### src/rtl/mips_pkg.sv
// Shared fetch-stage types and constants for the MIPS datapath slice.
package mips_pkg;

  localparam int unsigned INSTR_W = 32;
  localparam logic [INSTR_W-1:0] NOP = 32'h0000_0000;
  localparam logic [31:0] PC_STEP = 32'd4;

  typedef enum logic [1:0] {
    FETCH_IDLE     = 2'b00,
    FETCH_RUN      = 2'b01,
    FETCH_REDIRECT = 2'b10
  } fetch_state_e;

endpackage

### src/rtl/mips_imem.sv
// Word-addressed instruction memory: asynchronous read, synchronous write.
module mips_imem
  import mips_pkg::*;
#(
  parameter int unsigned DEPTH = 64,
  localparam int unsigned AW   = $clog2(DEPTH)
) (
  input  logic               clk,
  input  logic               we,
  input  logic [AW-1:0]      waddr,
  input  logic [INSTR_W-1:0] wdata,
  input  logic [AW-1:0]      raddr,
  output logic [INSTR_W-1:0] rdata
);

  logic [INSTR_W-1:0] mem [DEPTH];

  // A same-cycle write lands after the edge, so the reader sees the old word.
  assign rdata = mem[raddr];

  always_ff @(posedge clk) begin
    if (we) begin
      mem[waddr] <= wdata;
    end
  end

endmodule

### src/rtl/mips_fetch_unit.sv
// Fetch stage: PC, instruction memory, stall and 2-bubble branch redirect.
// Optional FETCH_PERF_CNT_EN adds saturating fetch/bubble counters.
module mips_fetch_unit
  import mips_pkg::*;
#(
  parameter int unsigned IMEM_DEPTH = 64,
  parameter logic [31:0] RESET_PC   = 32'h0000_0000,
  localparam int unsigned AW        = $clog2(IMEM_DEPTH)
) (
  input  logic               CLK,
  input  logic               RST,
  input  logic               Stall,
  input  logic               Branch_Taken,
  input  logic [31:0]        Branch_Target,
  input  logic               IMem_We,
  input  logic [AW-1:0]      IMem_Waddr,
  input  logic [INSTR_W-1:0] IMem_Wdata,
  output logic [INSTR_W-1:0] Instruction,
  output logic [31:0]        PC_Out,
  output logic               Instr_Valid
`ifdef FETCH_PERF_CNT_EN
  ,
  output logic [31:0]        Fetch_Count,
  output logic [31:0]        Bubble_Count
`endif
);

  fetch_state_e       state_q, state_d;
  logic [31:0]        pc_q, pc_d;
  logic [31:0]        pc_out_q, pc_out_d;
  logic [INSTR_W-1:0] instr_q, instr_d;
  logic               valid_q, valid_d;
  logic [INSTR_W-1:0] rdata;

  mips_imem #(
    .DEPTH (IMEM_DEPTH)
  ) u_imem (
    .clk   (CLK),
    .we    (IMem_We),
    .waddr (IMem_Waddr),
    .wdata (IMem_Wdata),
    .raddr (pc_q[AW+1:2]),
    .rdata (rdata)
  );

  always_comb begin
    state_d  = state_q;
    pc_d     = pc_q;
    pc_out_d = pc_out_q;
    instr_d  = instr_q;
    valid_d  = valid_q;
    if (Branch_Taken) begin
      pc_d    = {Branch_Target[31:2], 2'b00};
      instr_d = NOP;
      valid_d = 1'b0;
      state_d = FETCH_REDIRECT;
    end else begin
      case (state_q)
        FETCH_IDLE, FETCH_REDIRECT: begin
          // Bubble cycles advance regardless of Stall.
          instr_d = NOP;
          valid_d = 1'b0;
          state_d = FETCH_RUN;
        end
        FETCH_RUN: begin
          if (!Stall) begin
            instr_d  = rdata;
            pc_out_d = pc_q;
            valid_d  = 1'b1;
            pc_d     = pc_q + PC_STEP;
          end
        end
        default: state_d = FETCH_IDLE;
      endcase
    end
  end

  always_ff @(posedge CLK) begin
    if (RST) begin
      state_q  <= FETCH_IDLE;
      pc_q     <= RESET_PC;
      pc_out_q <= 32'h0;
      instr_q  <= NOP;
      valid_q  <= 1'b0;
    end else begin
      state_q  <= state_d;
      pc_q     <= pc_d;
      pc_out_q <= pc_out_d;
      instr_q  <= instr_d;
      valid_q  <= valid_d;
    end
  end

  assign Instruction = instr_q;
  assign PC_Out      = pc_out_q;
  assign Instr_Valid = valid_q;

`ifdef FETCH_PERF_CNT_EN
  logic [31:0] fetch_cnt_q, bubble_cnt_q;
  logic        fetch_evt, bubble_evt;

  assign fetch_evt  = !Branch_Taken && (state_q == FETCH_RUN) && !Stall;
  assign bubble_evt = Branch_Taken || (state_q != FETCH_RUN);

  always_ff @(posedge CLK) begin
    if (RST) begin
      fetch_cnt_q  <= 32'h0;
      bubble_cnt_q <= 32'h0;
    end else begin
      if (fetch_evt && (fetch_cnt_q != 32'hFFFF_FFFF)) begin
        fetch_cnt_q <= fetch_cnt_q + 32'd1;
      end
      if (bubble_evt && (bubble_cnt_q != 32'hFFFF_FFFF)) begin
        bubble_cnt_q <= bubble_cnt_q + 32'd1;
      end
    end
  end

  assign Fetch_Count  = fetch_cnt_q;
  assign Bubble_Count = bubble_cnt_q;
`endif

endmodule

### config.mk
export PLATFORM = sky130hd
export DESIGN_NAME = mips_fetch_unit
export DESIGN_NICKNAME = d
export VERILOG_FILES = /design/src/rtl/mips_pkg.sv /design/src/rtl/mips_imem.sv /design/src/rtl/mips_fetch_unit.sv
export SDC_FILE = /design/constraint.sdc
export NUM_CORES = 2
export LEC_CHECK = 0
export CORE_MARGIN = 5
export CORE_UTILIZATION = 30
export DETAILED_ROUTE_END_ITERATION = 8
export PLACE_DENSITY = 0.44
export RECOVER_POWER = 100
export SKIP_LAST_GASP = 1
export SLEW_MARGIN = 20
export SYNTH_ARGS = -nofsm -noshare
export SYNTH_HDL_FRONTEND = slang
export SYNTH_SLANG_ARGS = --single-unit
### constraint.sdc
create_clock -name CLK -period 5.2 [get_ports CLK]
set_clock_uncertainty 0.15 [all_clocks]
set_input_delay 1.3 -clock CLK [delete_from_list [all_inputs] [get_ports CLK]]
set_output_delay 1.3 -clock CLK [all_outputs]
set_load 0.02 [all_outputs]
==> summary.txt <==
outcome: finished with violations
failing checks: max-capacitance violations, max-slew violations
hold bufs inserted after CTS: 0
async set-reset flop share out of synthesis: 0%
CP Class: in -> reg
die area: 286000 um2
worst skew pair latency: 0.86 ns
PostCTS Resize Cnt: 0
static leakage: 29.2 nW
area of the core: 274000 um2
first-pass GRT wire length: 351000 um
cts bufs inserted: 224
gr usage total: 17.5%
clk root buf: clkbuf_16
Syn. warnings: 0
slew margin rel.: -112%
Final setup viols: 0
FILL cells: 25538
Slew @ Worst Pin: 3.18 ns
Hold Path Class: reg -> reg
final WL: 254000 um
leading cell types by total area after synthesis: edfxtp_1, mux4_2, dfxtp_1
Seq/Total Area, Yosys: 77.0%
Vias/cell: 5.13
CP required: 5.53 ns
pin count of the biggest net entering global routing: 82
Avg Cell Area, Syn: 20.8 um2
Setup crit start kind: primary input
# IOs: 140
Max Slew Vio Count: 2942
Synth top area share: 74.6%
post-CTS setup buffers: 0
hold_sp: PC_Out[29]
Gate Count Post-Synth: 3964
Syn Std Cell Area: 82500 um2
height of the die: 534 um
DRT iter0 DRCs: 3942
RSZ-0062 raised after global routing: no
prevailing post-synth register cell: edfxtp_1
Die X-Extent: 534 um
clk sinks: 2149
routability congestion estimate from global placement: 0.754
initial antenna violation count: 23
Final Hold Fails: 0
vias post-DR: 41426
area delta synth->final: 16.4%
flop2flop setup slack: 1.03 ns
Pre-antenna DRT Iters: 6
HPWL after DPL: 147000 um
Max Cap Viol: 74
Data arrival, critical path: 4.81 ns
Seq cells post-synth: 2149
ANT nets after route: 0
peak supply drop: 362 uV
# DRC: 0
post-synthesis cell type count: 65
CTS tree: built
CP Capture Type: flip-flop
Core Rows: 192
setup TNS: 0 ns
maximum clock path buffer count: 3
crit path launch: IMem_Waddr[5]
nets@finish: 4368
PD cells: 387 nW/um2
vias in the first global route: 42243
min cycle time layout: 4.48 ns
top achievable clock speed: 223 MHz
worst hold margin: 0.301 ns
Congestion Overflow GR: 0
H-tree levels: 4
DR WL/cell: 31.4 um
crit share post-route: 86.1%
Clock transition at path regs: 0.06 ns
crit path max fanout: 12
layout cells sized above 1: 24.3%
Initial Util: 30.1%
area leader, netlist: edfxtp_1
PortBufs: 135
number of flops mapped to enable cells by yosys: 2048
==> report_power, final <==
| group | internal, W | leakage (nW) | total, W | switching, W |
|---|---|---|---|---|
| Combinational | 0.000706 | 6.33 | 0.00198 | 0.00128 |
| Sequential | 0.0191 | 19.3 | 0.0192 | 0.0000924 |
| Clock | 0.00917 | 3.58 | 0.0160 | 0.00683 |
| Total | 0.0290 | 29.2 | 0.0372 | 0.00820 |
==> routing by layer <==
layer  wire length (um)  vias to the layer above  global-route usage [%]
li1                   -                    17195                       -
met1             115000                    22680                    25.2
met2             120000                     1246                    28.1
met3              14200                      297                    2.88
met4               4750                        8                    3.41
met5                 48                        -                       0
==> flip-flops by register name (all words and copies together), names as in the netlist, named ones only <==
| register | cells |
|---|---|
| Instruction | 32 |
| state_q | 2 |
| pc_q | 30 |
| u_imem.mem | 2048 |
| Instr_Valid | 1 |
| PC_Out | 30 |
==> stage by stage <==
stage | area [um2] | std cells | util [%] | worst slack [ns] | power (W)
global placement | 89500 | 7655 | 32.7 | 0.640 | 0.0216
detailed placement | 89500 | 7655 | 32.7 | 0.635 | 0.0216
global route | 96000 | 8074 | 35.1 | 0.727 | 0.0384
finish | 96000 | 8080 | 35.1 | 0.720 | 0.0372
CTS | 96800 | 8073 | 35.4 | 1.36 | 0.0376
floorplan | 82500 | 3965 | - | 0.444 | 0.0206
==> Yosys cell counts, types with 12 or more instances <==
master / count
edfxtp_1: 2048
mux4_2: 469
nand2_1: 198
nor2_1: 121
mux2i_1: 114
dfxtp_1: 101
clkbuf_1: 84
o22ai_1: 81
a21oi_1: 78
mux2_2: 77
buf_2: 69
nand3_1: 65
a211oi_1: 38
buf_4: 35
nor3_1: 34
a22oi_1: 32
nor2b_1: 22
xnor2_1: 21
buf_6: 17
o21ai_0: 17
and3_1: 16
buf_1: 16
nor4_1: 14
nand2b_1: 13
nand4_1: 13
and2_1: 12
==> critical path, stage by stage <==
cell	delay, ns
dlygate4sd3_1	0.69
nor2_1	0.15
nand2_1	0.34
nor2_1	1.60
clkbuf_1	0.71
==> kinds of logic (layout without fill, tap and decap cells) <==
family          count (synthesis)  in the layout  synth area share [%]
buf+inv                       232            751                  1.50
xor+xnor                       27             27                 0.287
flops                        2149           2149                  77.0
simple gates                  542            542                  3.06
fa+ha+maj                       1              1                0.0152
other cells                     1              9               0.00455
mux                           660            660                  15.2
compound gates                352            352                  2.88
==> area by class of cell <==
class	instances	area, um2	area share, %
Sequential cell	2149	63500	66.2
Multi-Input combinational cell	1584	18100	18.8
Clock buffer	292	6040	6.29
Tap cell	3589	4490	4.68
Timing Repair Buffer	324	2570	2.67
Clock inverter	126	1260	1.32
Inverter	9	38.8	0.0404
Antenna cell	7	17.5	0.0182
==> cell usage in the layout (no fill, tap or decap), types with 67 or more instances in the layout <==
cell           count
clkbuf_1         121
dfxtp_1           95
edfxtp_1        2048
a21oi_1           78
buf_4             67
mux2i_1          114
clkbuf_16        225
nor2_1            76
dlygate4sd3_1     67
nand2_1          196
mux4_2           469
mux2_2            76
o22ai_1           81
==> path summary, 6_finish.rpt <==
check | cells past startpoint | end
worst min-delay path | 2 | PC_Out[29]
worst min register to register | 2 | PC_Out[29]
worst max register to register | 7 | Instruction[25]
worst max-delay path | 5 | u_imem.mem[23][0]
(Power assumes the default switching activity.)
